<file path="src/rtl/mul_sequencer.sv">
// mul_sequencer
// Control sequencer for a multicycle multiplier sitting in the Execute stage.
// It holds Fetch/Decode/Execute while a multiply is in flight. When the result
// is ready it presents it for one or more cycles, and it holds the result while
// the Memory stage is stalled.
//
// Optional feature: define MUL_SEQUENCER_PERF_EN to build a saturating 16-bit
// counter of completed multiplies on MulPerfCnt. Without the macro the port is
// tied to zero and no counter flops exist.
module mul_sequencer #(
    parameter int unsigned MUL_LATENCY = 4,
    parameter logic [2:0]  MUL_OP      = 3'b100
) (
    input  logic        clk,
    input  logic        rst,
    input  logic [2:0]  ALUControlE,
    input  logic        ValidE,
    input  logic        FlushE,
    input  logic        StallM,
    output logic        MulStallH,
    output logic        MulDoneE,
    output logic [2:0]  MulBusyCnt,
    output logic [15:0] MulPerfCnt
);

    typedef enum logic [1:0] {
        IDLE    = 2'b00,
        BUSY    = 2'b01,
        DONE    = 2'b10,
        ILLEGAL = 2'b11
    } state_t;

    // BUSY lasts MUL_LATENCY-1 cycles. It loads MUL_LATENCY-2 and leaves on
    // zero, so the cycle of issue plus the BUSY cycles cover the full
    // occupancy.
    localparam logic [2:0] CNT_INIT = 3'(MUL_LATENCY - 2);

    state_t     state_r;
    state_t     state_nxt_s;
    logic [2:0] cnt_r;
    logic [2:0] cnt_nxt_s;
    logic       stall_s;
    logic       done_s;

    // Next-state, busy-count and raw output decode
    always_comb begin
        state_nxt_s = state_r;
        cnt_nxt_s   = cnt_r;
        stall_s     = 1'b0;
        done_s      = 1'b0;
        case (state_r)
            IDLE: begin
                if (ValidE && (ALUControlE == MUL_OP) && !FlushE) begin
                    state_nxt_s = BUSY;
                    cnt_nxt_s   = CNT_INIT;
                    stall_s     = 1'b1;
                end else begin
                    state_nxt_s = IDLE;
                    cnt_nxt_s   = 3'd0;
                end
            end
            BUSY: begin
                // A squash wins over the count. The stall drops at once so
                // the flush can move through the pipe.
                if (FlushE) begin
                    state_nxt_s = IDLE;
                    cnt_nxt_s   = 3'd0;
                end else if (cnt_r == 3'd0) begin
                    state_nxt_s = DONE;
                    cnt_nxt_s   = 3'd0;
                    stall_s     = 1'b1;
                end else begin
                    state_nxt_s = BUSY;
                    cnt_nxt_s   = cnt_r - 3'd1;
                    stall_s     = 1'b1;
                end
            end
            DONE: begin
                // The result is presented here. No new multiply is
                // evaluated, so the instruction still sitting in Execute
                // is never issued again.
                done_s    = 1'b1;
                cnt_nxt_s = 3'd0;
                if (FlushE) begin
                    state_nxt_s = IDLE;
                end else if (!StallM) begin
                    state_nxt_s = IDLE;
                end else begin
                    state_nxt_s = DONE;
                end
            end
            default: begin
                // The unused code recovers to IDLE and drives idle outputs
                state_nxt_s = IDLE;
                cnt_nxt_s   = 3'd0;
            end
        endcase
    end

    // State and busy-count registers with synchronous reset
    always_ff @(posedge clk) begin
        if (rst) begin
            state_r <= IDLE;
            cnt_r   <= 3'd0;
        end else begin
            state_r <= state_nxt_s;
            cnt_r   <= cnt_nxt_s;
        end
    end

    // The hazard unit needs the stall in the issue cycle, so the stall and
    // done outputs are combinational. Both are masked while reset is held.
    always_comb begin
        if (rst) begin
            MulStallH = 1'b0;
            MulDoneE  = 1'b0;
        end else begin
            MulStallH = stall_s;
            MulDoneE  = done_s;
        end
    end

    // The busy count is cleared whenever the state leaves BUSY, so it reads
    // zero outside BUSY.
    assign MulBusyCnt = cnt_r;

`ifdef MUL_SEQUENCER_PERF_EN
    logic [15:0] perf_r;
    logic        complete_s;

    // Add one and hold at all-ones instead of wrapping
    function automatic logic [15:0] sat_inc16(input logic [15:0] value);
        if (value == 16'hFFFF) begin
            return value;
        end else begin
            return value + 16'd1;
        end
    endfunction

    // A completion is a DONE cycle that hands its result downstream
    assign complete_s = (state_r == DONE) && !FlushE && !StallM;

    // Saturating completion counter
    always_ff @(posedge clk) begin
        if (rst) begin
            perf_r <= 16'd0;
        end else if (complete_s) begin
            perf_r <= sat_inc16(perf_r);
        end else begin
            perf_r <= perf_r;
        end
    end

    assign MulPerfCnt = perf_r;
`else
    assign MulPerfCnt = 16'd0;
`endif

endmodule

</file>
<file path="config.mk">
export PLATFORM = sky130hd
export DESIGN_NAME = mul_sequencer
export DESIGN_NICKNAME = d
export VERILOG_FILES = /design/src/rtl/mul_sequencer.sv
export SDC_FILE = /design/constraint.sdc
export NUM_CORES = 1
export LEC_CHECK = 0
export ABC_AREA = 1
export ABC_CLOCK_PERIOD_IN_PS = 1200
export BUFFER_PORTS_ARGS = -buffer_cell sky130_fd_sc_hd__buf_2
export CAP_MARGIN = 20
export CORE_AREA = 2 2 39 41
export DETAILED_ROUTE_END_ITERATION = 7
export DIE_AREA = 0 0 41 43
export GPL_TIMING_DRIVEN = 0
export SKIP_LAST_GASP = 1
export SLEW_MARGIN = 40
export SYNTH_ARGS = -nofsm -noshare
export SYNTH_HDL_FRONTEND = slang
export SYNTH_SLANG_ARGS = --single-unit
</file>
<file path="constraint.sdc">
create_clock -name clk -period 1.2 [get_ports clk]
set_input_delay 0 -clock clk [delete_from_list [all_inputs] [get_ports clk]]
set_output_delay 0 -clock clk [all_outputs]
set_load 0.005 [all_outputs]
</file>
Word level (Yosys, flattened, before mapping)
Index checks and enable logic that the tools add are counted.
{"block": "op_classes", "add_sub_neg": 1, "eq_ne": 3, "muxes": 16, "reduce_logical": 5}
{"op": "2-bit two-way mux", "count": 5}
{"op": "1-bit two-way mux", "count": 6}
{"op": "3-bit two-way mux", "count": 2}
{"op": "2-bit one-hot mux with 3 select lines", "count": 1}
{"op": "3-bit one-hot mux with 2 select lines", "count": 1}
{"op": "3-bit == test, second input constant", "count": 1}
{"op": "3-bit logical NOT", "count": 1}
{"op": "3-bit by 1-bit subtractor with 3-bit output, second input constant", "count": 1}
{"op": "2-bit by 1-bit == test with 1-bit output, second input constant", "count": 1}
{"op": "2-bit == test, second input constant", "count": 1}
{"op": "1-bit logical AND", "count": 2}
{"op": "2-bit logical NOT", "count": 1}
{"op": "1-bit one-hot mux with 2 select lines", "count": 1}
{"op": "1-bit logical NOT", "count": 1}
{"block": "totals", "ff_bits": 5, "input_bits": 8, "output_inout_bits": 21, "elab_cells": 27}

Depth between registers and ports, before layout
Gate-level depths: netlist of the first run.
{"block": "depth", "ltp_word": 6, "depth_mapped": 5, "ltp_nobuf": 5}

Least setup slack after synthesis of the first run
No wires, ideal clock.
{"block": "synth_timing", "path_kind": "register to register", "start": "register cnt_r[0] (netlist: MulBusyCnt[0])", "end": "register cnt_r[1] (netlist: MulBusyCnt[1])", "setup_time_ns": 0.116, "t_arrival_ns": 0.769, "path_slack_ns": 0.314, "stages_incl_launch_ff": 5, "n_path_buf": 0, "cell_sequence": "dfxtp_1 nor3_2 nor2_2 nor2_1 nor2_1"}
{"block": "synth_via", "elab_chain_cells": 4, "elab_cells_between_ends": 5, "cone_classes": "add/sub: 1; mux: 3; reduce/logical: 1"}
{"element": "start, declared", "line_no": "40", "source": "logic [2:0] cnt_r;"}
{"element": "start signal, assigned", "line_no": "107", "source": "cnt_r <= cnt_nxt_s;"}
{"element": "3-bit by 1-bit subtractor with 3-bit output or 3-bit logical NOT (tied branches)", "line_no": "74, 68"}
{"element": "3-bit two-way mux (*)", "line_no": "68", "source": "end else if (cnt_r == 3'd0) begin"}
{"element": "3-bit two-way mux (*)", "line_no": "65", "source": "if (FlushE) begin"}
{"element": "3-bit one-hot mux with 2 select lines (*)", "line_no": "51", "source": "case (state_r)"}
Every way passes the cells marked *; elsewhere a longest branch is shown, timed or not.
A chain may end at the register's enable or synchronous reset.

Worst setup path in the final report of the first run
{"block": "layout_timing", "start": "register state_r[1]", "end": "output MulStallH"}
{"block": "layout_via", "elab_chain_cells": 3, "elab_cells_between_ends": 4, "cone_classes": "eq/ne: 1; mux: 2; reduce/logical: 1"}
{"element": "start, declared", "line_no": "38", "source": "state_t state_r;"}
{"element": "start signal, assigned", "line_no": "106", "source": "state_r <= state_nxt_s;"}
{"element": "2-bit by 1-bit == test with 1-bit output or 2-bit logical NOT (tied branches)", "line_no": "51"}
{"element": "1-bit one-hot mux with 2 select lines (*)", "line_no": "51"}
{"element": "1-bit two-way mux (*)", "line_no": "114", "source": "if (rst) begin"}
{"element": "end, declared", "line_no": "20", "source": "output logic MulStallH,"}
Marked as above.

==> impl_metrics.json, run 1 <==
{
  "period_needed_ns": 1.078,
  "drv.max_cap_violation_count": 0,
  "worst-endpoint-arrival_ns": 1.08,
  "drt_iter0_drc": 2,
  "clock_latency_ns": 0.24,
  "drive_above_1_share_pct": 43.53,
  "die_area_um2": 1763,
  "synth.lib_cells_used.distinct": 15,
  "via_count": 342,
  "cts.sink_count": 5,
  "crit_path_start_kind": "register",
  "period_share_pct": 89.82,
  "number_of_gates_given_a_new_drive_strength_after_cts": 0,
  "grt_util_all_layers_pct": 8.024,
  "violations_in_the_final_reports": "hold timing",
  "critPathKind": "reg2out",
  "wl_per_cell_um": 6.050,
  "pin_count": 29,
  "floorplan.die.height_um": 43,
  "postCtsSetupBuffers": 0,
  "slew_violations": 0,
  "detailedRoute.firstPassIterationCount": 2,
  "worst-endpoint-required_ns": 1.20,
  "crit_path_end_kind": "output port",
  "clock_power_share_pct": 44.0,
  "worst_slack_ns": 0.1221,
  "power_frac_comb_pct": 17.9,
  "post_synth_main_area_contributors": "sky130_fd_sc_hd__buf_4, sky130_fd_sc_hd__dfxtp_1, sky130_fd_sc_hd__nor2_1",
  "sequential_share_of_the_synthesized_area_pct": 26.58,
  "cts_buffers": 3,
  "vias_in_the_first_global_route": 235,
  "power.density_cell_area_nw_per_um2": 818.1,
  "gp_congestion": 0.7195,
  "route.detailed.drc": 0,
  "grt_max_degree": 8,
  "final.setup_skew_ns": 0.0001414,
  "setup_viol": 0,
  "grt_first_pass_wirelength_um": 869,
  "yosysWarningCount": 0,
  "net-switching-power_w": 0.0001021,
  "hpwl_um": 536.9,
  "syn_inst": 54,
  "timing.hold.ws_ns": -0.002156,
  "die_w_um": 41,
  "flow.area_growth_from_synthesis_pct": 43.52,
  "finalNetCount": 94,
  "number_of_nets_still_failing_antenna_checks_after_routing": 0,
  "clock_pin_slew_of_the_registers_on_the_worst_case_setup_and_hold_paths_ns": 0.04,
  "pre_cts_ws_ns": 0.2546,
  "power_leakage_nw": 0.3203,
  "coreArea_um2": 1384,
  "fmaxAchievable_ghz": 0.9277,
  "stdcell_area_um2": 540.5,
  "antenna-diode-count": 0,
  "cts-hold-fix-buffers": 0,
  "grt_antenna_before_repair": 0,
  "detail_route.wirelength_um": 611,
  "clock_tree.htree_level_count": 1,
  "port_buffers": 12,
  "power.internal_w": 0.0003401,
  "grt_setup_unrepaired": "true",
  "cts_max_path_buffers": 2,
  "worstPathMaxFanout": 3,
  "tritoncts": "built",
  "power.share.switching_pct": 23.10,
  "irDropWorstVdd_uv": 414.6,
  "synth_largest_type_area_fraction_pct": 31.89,
  "power.sequential.fraction_pct": 38.1,
  "synth_top_cell_by_area": "sky130_fd_sc_hd__buf_4",
  "root_buffer": "sky130_fd_sc_hd__clkbuf_4",
  "timing_hold_violations_final": 1,
  "postSynthRegisterBits": 5,
  "drt-vias-per-instance": 3.386,
  "gr-total-overflow": 0,
  "starting_density_of_the_core_pct": 27.22,
  "std_cell_rows": 14,
  "synth.avg_cell_area_um2": 6.974,
  "nFillCells": 166,
  "placement.cell_area_um2": 513.0,
  "synth_area_um2": 376.6,
  "min_path_type": "in2reg",
  "outcome": "finished with violations"
}
==> layer usage <==
metal	up-vias	track usage (%)	part of all wire (%)
li1	191	-	-
met1	129	8.013	39
met2	20	10.63	44
met3	2	6.283	13
met4	0	6.000	3.4
met5	-	0	0
==> worst max-delay path: stages (launching register included) <==
cell	delay (ns)
sky130_fd_sc_hd__dfxtp_2	0.33
sky130_fd_sc_hd__nor2_4	0.09
sky130_fd_sc_hd__nand2_1	0.08
sky130_fd_sc_hd__nor2_2	0.10
sky130_fd_sc_hd__nor2_1	0.05
sky130_fd_sc_hd__nor2_1	0.07
sky130_fd_sc_hd__buf_2	0.11
==> cell usage after synthesis, drive strengths merged <==
master   n
buf     16
nand3    1
nor4     1
xor2     1
a21oi    1
o21ai    1
conb     1
nand2    7
inv      5
nor3     1
dfxtp    5
nor2    14
==> area by class of cell <==
type / count / area [µm²] / area share (%)
buffer: 16 / 120.1 / 22.22
clock buffer: 4 / 26.28 / 4.861
inverter: 5 / 18.77 / 3.472
multi-input combinational: 43 / 193.9 / 35.88
sequential: 5 / 101.3 / 18.75
tap: 16 / 20.02 / 3.704
timing repair buffer: 12 / 60.06 / 11.11
==> flip-flops by register name, indices dropped and copies added (netlist names) <==
signal      count
MulBusyCnt      3
state_r         2
==> worst paths after layout <==
kind / cells past startpoint / to / slack (ns) / from
max: 6 / MulStallH / 0.12 / state_r[1]
min: 2 / state_r[1] / -0.002 / rst
max reg2reg: 4 / MulBusyCnt[1] / 0.27 / MulBusyCnt[0]
min reg2reg: 2 / MulBusyCnt[2] / 0.46 / MulBusyCnt[2]
==> per-stage QoR <==
step / std cells / TNS [ns] / hold slack, ns / total power [W] / utilization (%)
floorplan: 69 / 0 / 0.03110 / 0.0002322 / -
detailed placement: 97 / 0 / 0.2601 / 0.0002492 / 37.07
global placement: 97 / 0 / 0.2574 / 0.0002488 / 37.07
CTS: 101 / 0 / 0.003632 / 0.0004470 / 38.97
finish: 101 / 0 / -0.002156 / 0.0004422 / 39.06
global route: 101 / -0.003229 / 0.01230 / 0.0004797 / 39.06
==> cell families after synthesis <==
logic type	after synthesis	synth area share, %
and+or+nand+nor	24	30.56
xor gates and xnor gates	1	2.326
DFF	5	26.58
other	1	0.9957
buffers and inverters	21	36.88
AOI/OAI and AO/OA	2	2.655
==> layout by cell type, fill, tap and decap left out <==
cell                       count
sky130_fd_sc_hd__nor3_2        1
sky130_fd_sc_hd__dfxtp_1       4
sky130_fd_sc_hd__nand2_1       6
sky130_fd_sc_hd__nor2_2        2
sky130_fd_sc_hd__a21oi_1       1
sky130_fd_sc_hd__clkbuf_4      3
sky130_fd_sc_hd__conb_1       16
sky130_fd_sc_hd__buf_2        12
sky130_fd_sc_hd__clkbuf_1      1
sky130_fd_sc_hd__xor2_1        1
sky130_fd_sc_hd__nand3_1       1
sky130_fd_sc_hd__nor2_4        1
sky130_fd_sc_hd__nor4_1        1
sky130_fd_sc_hd__nand2_2       1
sky130_fd_sc_hd__inv_1         5
sky130_fd_sc_hd__buf_4        16
sky130_fd_sc_hd__dfxtp_2       1
sky130_fd_sc_hd__o21ai_1       1
sky130_fd_sc_hd__nor2_1       11
==> power by group through the flow <==
| stage | logic (W) | clock network, W | registers [W] |
|---|---|---|---|
| 2_1_floorplan | 0.0000608 | 0 | 0.000171 |
| 3_3_place_gp | 0.0000775 | 0 | 0.000171 |
| 3_5_place_dp | 0.0000778 | 0 | 0.000171 |
| 4_1_cts | 0.0000780 | 0.000201 | 0.000168 |
| 5_1_grt | 0.0000890 | 0.000223 | 0.000168 |
| 6_report | 0.0000792 | 0.000195 | 0.000169 |
Note: power is estimated with default switching activity, not from simulation.
==> inputs of run 2 (changes only) <==
--- a/config.mk
+++ b/config.mk
@@ -7,7 +7,7 @@
 export LEC_CHECK = 0
 export ABC_AREA = 1
 export ABC_CLOCK_PERIOD_IN_PS = 1200
-export BUFFER_PORTS_ARGS = -buffer_cell sky130_fd_sc_hd__buf_2
+export BUFFER_PORTS_ARGS = -buffer_cell sky130_fd_sc_hd__buf_4
 export CAP_MARGIN = 20
 export CORE_AREA = 2 2 39 41
 export DETAILED_ROUTE_END_ITERATION = 7
==> run 2 against run 1 <==
Against the previous run: the flow now finishes without violations; clock power about the same; critical path depth stayed put; critical endpoint unchanged; sequential cell count unchanged; highest routed layer unchanged; first-iteration DRC count is 100% lower; die area unchanged; utilization increased by 2.9 points; clock-buffer cell count is the same; global-route usage increased by 0.81 points; clock skew grew 0.0032 ns.
==> impl_metrics.json, run 2 (synthesized netlist as in run 1, its figures left out) <==
{
  "grt_antenna_before_repair": 0,
  "worst-endpoint-arrival_ns": 1.09,
  "wl_per_cell_um": 6.373,
  "clock_power_share_pct": 43.3,
  "route.detailed.drc": 0,
  "critPathKind": "reg2out",
  "antenna-diode-count": 0,
  "clock_latency_ns": 0.24,
  "power.internal_w": 0.0003491,
  "power.share.switching_pct": 23.17,
  "regToRegSetupSlack_ns": 0.25,
  "worstPathCellList": "nor2_1, nand2_1, nor2_2, nor2_1, nor2_1, buf_4",
  "tritoncts": "built",
  "fmaxAchievable_ghz": 0.9165,
  "rr_endpoint": "MulBusyCnt[1]",
  "detailedRoute.firstPassIterationCount": 1,
  "cp-endpoint": "MulStallH",
  "hpwl_um": 574.9,
  "via_count": 362,
  "net-switching-power_w": 0.0001053,
  "crit_path_start_kind": "register",
  "slowest_stage": "sky130_fd_sc_hd__dfxtp_1",
  "layout_common_cells": "sky130_fd_sc_hd__buf_4, sky130_fd_sc_hd__conb_1, sky130_fd_sc_hd__nor2_1",
  "grt_setup_unrepaired": "true",
  "drt_iter0_drc": 0,
  "placement.cell_area_um2": 543.0,
  "most_common_library_cell_in_the_layout_ignoring_fill_and_taps": "sky130_fd_sc_hd__buf_4",
  "gr-total-overflow": 0,
  "period_share_pct": 90.92,
  "die_area_um2": 1763,
  "root_buffer": "sky130_fd_sc_hd__clkbuf_4",
  "power.sequential.fraction_pct": 37.1,
  "timing.critical_path.max_delay_family": "simple AND/OR/NAND/NOR gates",
  "floorplan.die.height_um": 43,
  "clock_pin_slew_of_the_registers_on_the_worst_case_setup_and_hold_paths_ns": 0.04,
  "slew_violations": 0,
  "vias_in_the_first_global_route": 283,
  "irDropWorstVdd_uv": 273.3,
  "cts_max_path_buffers": 2,
  "critical_path.max_stage_delay_ns": 0.32,
  "pin_count": 29,
  "die_w_um": 41,
  "drive_above_1_share_pct": 43.02,
  "number_of_nets_still_failing_antenna_checks_after_routing": 0,
  "coreArea_um2": 1384,
  "grt_first_pass_wirelength_um": 1000,
  "setup.worst_path.start": "state_r[0]",
  "drv.max_cap_violation_count": 0,
  "crit_path_end_kind": "output port",
  "cts.sink_count": 5,
  "power_frac_comb_pct": 19.6,
  "port_buffers": 12,
  "timing_hold_violations_final": 0,
  "worst_slack_ns": 0.1089,
  "postCtsSetupBuffers": 0,
  "stdcell_area_um2": 580.6,
  "flow.area_growth_from_synthesis_pct": 54.15,
  "detail_route.wirelength_um": 650,
  "outcome": "finished, final reports clean",
  "worstSetupPathDepth": 6,
  "final.setup_skew_ns": 0.003386,
  "worstPathMaxFanout": 3,
  "power_leakage_nw": 0.3299,
  "grt_util_all_layers_pct": 8.835,
  "finalNetCount": 95,
  "period_needed_ns": 1.091,
  "rr_worst_depth": 4,
  "std_cell_rows": 14,
  "setup_viol": 0,
  "power.density_cell_area_nw_per_um2": 782.7,
  "worstPathBufferInverterCount": 1,
  "worst-endpoint-required_ns": 1.20,
  "totalNegativeSetupSlack_ns": 0,
  "critical-path-top-cell-by-count": "sky130_fd_sc_hd__nor2_1",
  "gp_congestion": 0.7191,
  "grt_max_degree": 8,
  "starting_density_of_the_core_pct": 27.22,
  "clock_tree.htree_level_count": 1,
  "crit-reg2reg-launch": "MulBusyCnt[0]",
  "drt-vias-per-instance": 3.549,
  "min_path_type": "in2reg",
  "cts_buffers": 3,
  "pre_cts_ws_ns": 0.2403,
  "largest_register_ffs": 3
}
[run 2: cell count changes in the layout (fill, tap and decap cells not counted), sizes merged]
cell,change
dlygate4sd3,+1
[run 2: worst min-delay path by stage]
| stage | from | endpoint | slack (ns) | depth (start not counted) |
|---|---|---|---|---|
| 3_5_place_dp | rst | state_r[1] | 0.23 | 2 |
| 5_1_grt | StallM | state_r[1] | 0.009 | 3 |
| 2_1_floorplan | rst | MulDoneE | 0.03 | 1 |
| 4_1_cts | StallM | state_r[1] | 0.02 | 3 |
| 3_3_place_gp | rst | state_r[1] | 0.22 | 2 |
| 6_report | StallM | state_r[1] | 0.01 | 3 |
[run 2: area by class of cell]
| type | count | area, µm² |
|---|---|---|
| repair buffers | 13 | 100.1 |
| flip-flops and latches | 5 | 101.3 |
| fillers | 163 | 803.3 |
| clock buffers | 4 | 26.28 |
| multi-input cells | 43 | 193.9 |
| well taps | 16 | 20.02 |
| inverters | 5 | 18.77 |
| plain buffers | 16 | 120.1 |
[run 2: layer usage]
layer | GRT usage, % | part of all wire (%) | up-vias
met5 | 0 | 0 | -
met4 | 8.000 | 2.5 | 0
met3 | 3.141 | 13 | 2
met2 | 14.37 | 50 | 20
met1 | 7.717 | 35 | 146
li1 | - | - | 194
[run 2: power by group through the flow]
stage          Sequential, W  Clock, W  Combinational, W
2_1_floorplan       0.000171         0         0.0000608
3_3_place_gp        0.000171         0         0.0000844
3_5_place_dp        0.000171         0         0.0000850
4_1_cts             0.000168  0.000208         0.0000877
5_1_grt             0.000168  0.000223          0.000101
6_report            0.000168  0.000197         0.0000891
[run 2: timing repair]
item                                    in CTS  in global routing
hold endpoints to repair                     3                  0
hold buffers                                 1                  0
endpoints found under the setup margin       0                  1
resized for setup                            0                  1
[run 2: stage by stage]
step / cells / hold WS [ns] / util (%) / total power (W)
after floorplan: 69 / 0.03110 / - / 0.0002322
after global placement: 97 / 0.2203 / 39.24 / 0.0002558
after detailed placement: 97 / 0.2284 / 39.24 / 0.0002565
after CTS: 102 / 0.01611 / 41.86 / 0.0004637
after global routing: 102 / 0.009446 / 41.95 / 0.0004918
final: 102 / 0.01244 / 41.95 / 0.0004544
[run 2: worst register-to-register path: stages, from the launching register on]
cell and delay [ns]:
sky130_fd_sc_hd__dfxtp_1 0.35, sky130_fd_sc_hd__nor3_2 0.24, sky130_fd_sc_hd__nor2_2 0.06, sky130_fd_sc_hd__nor2_1 0.13, sky130_fd_sc_hd__nor2_1 0.06
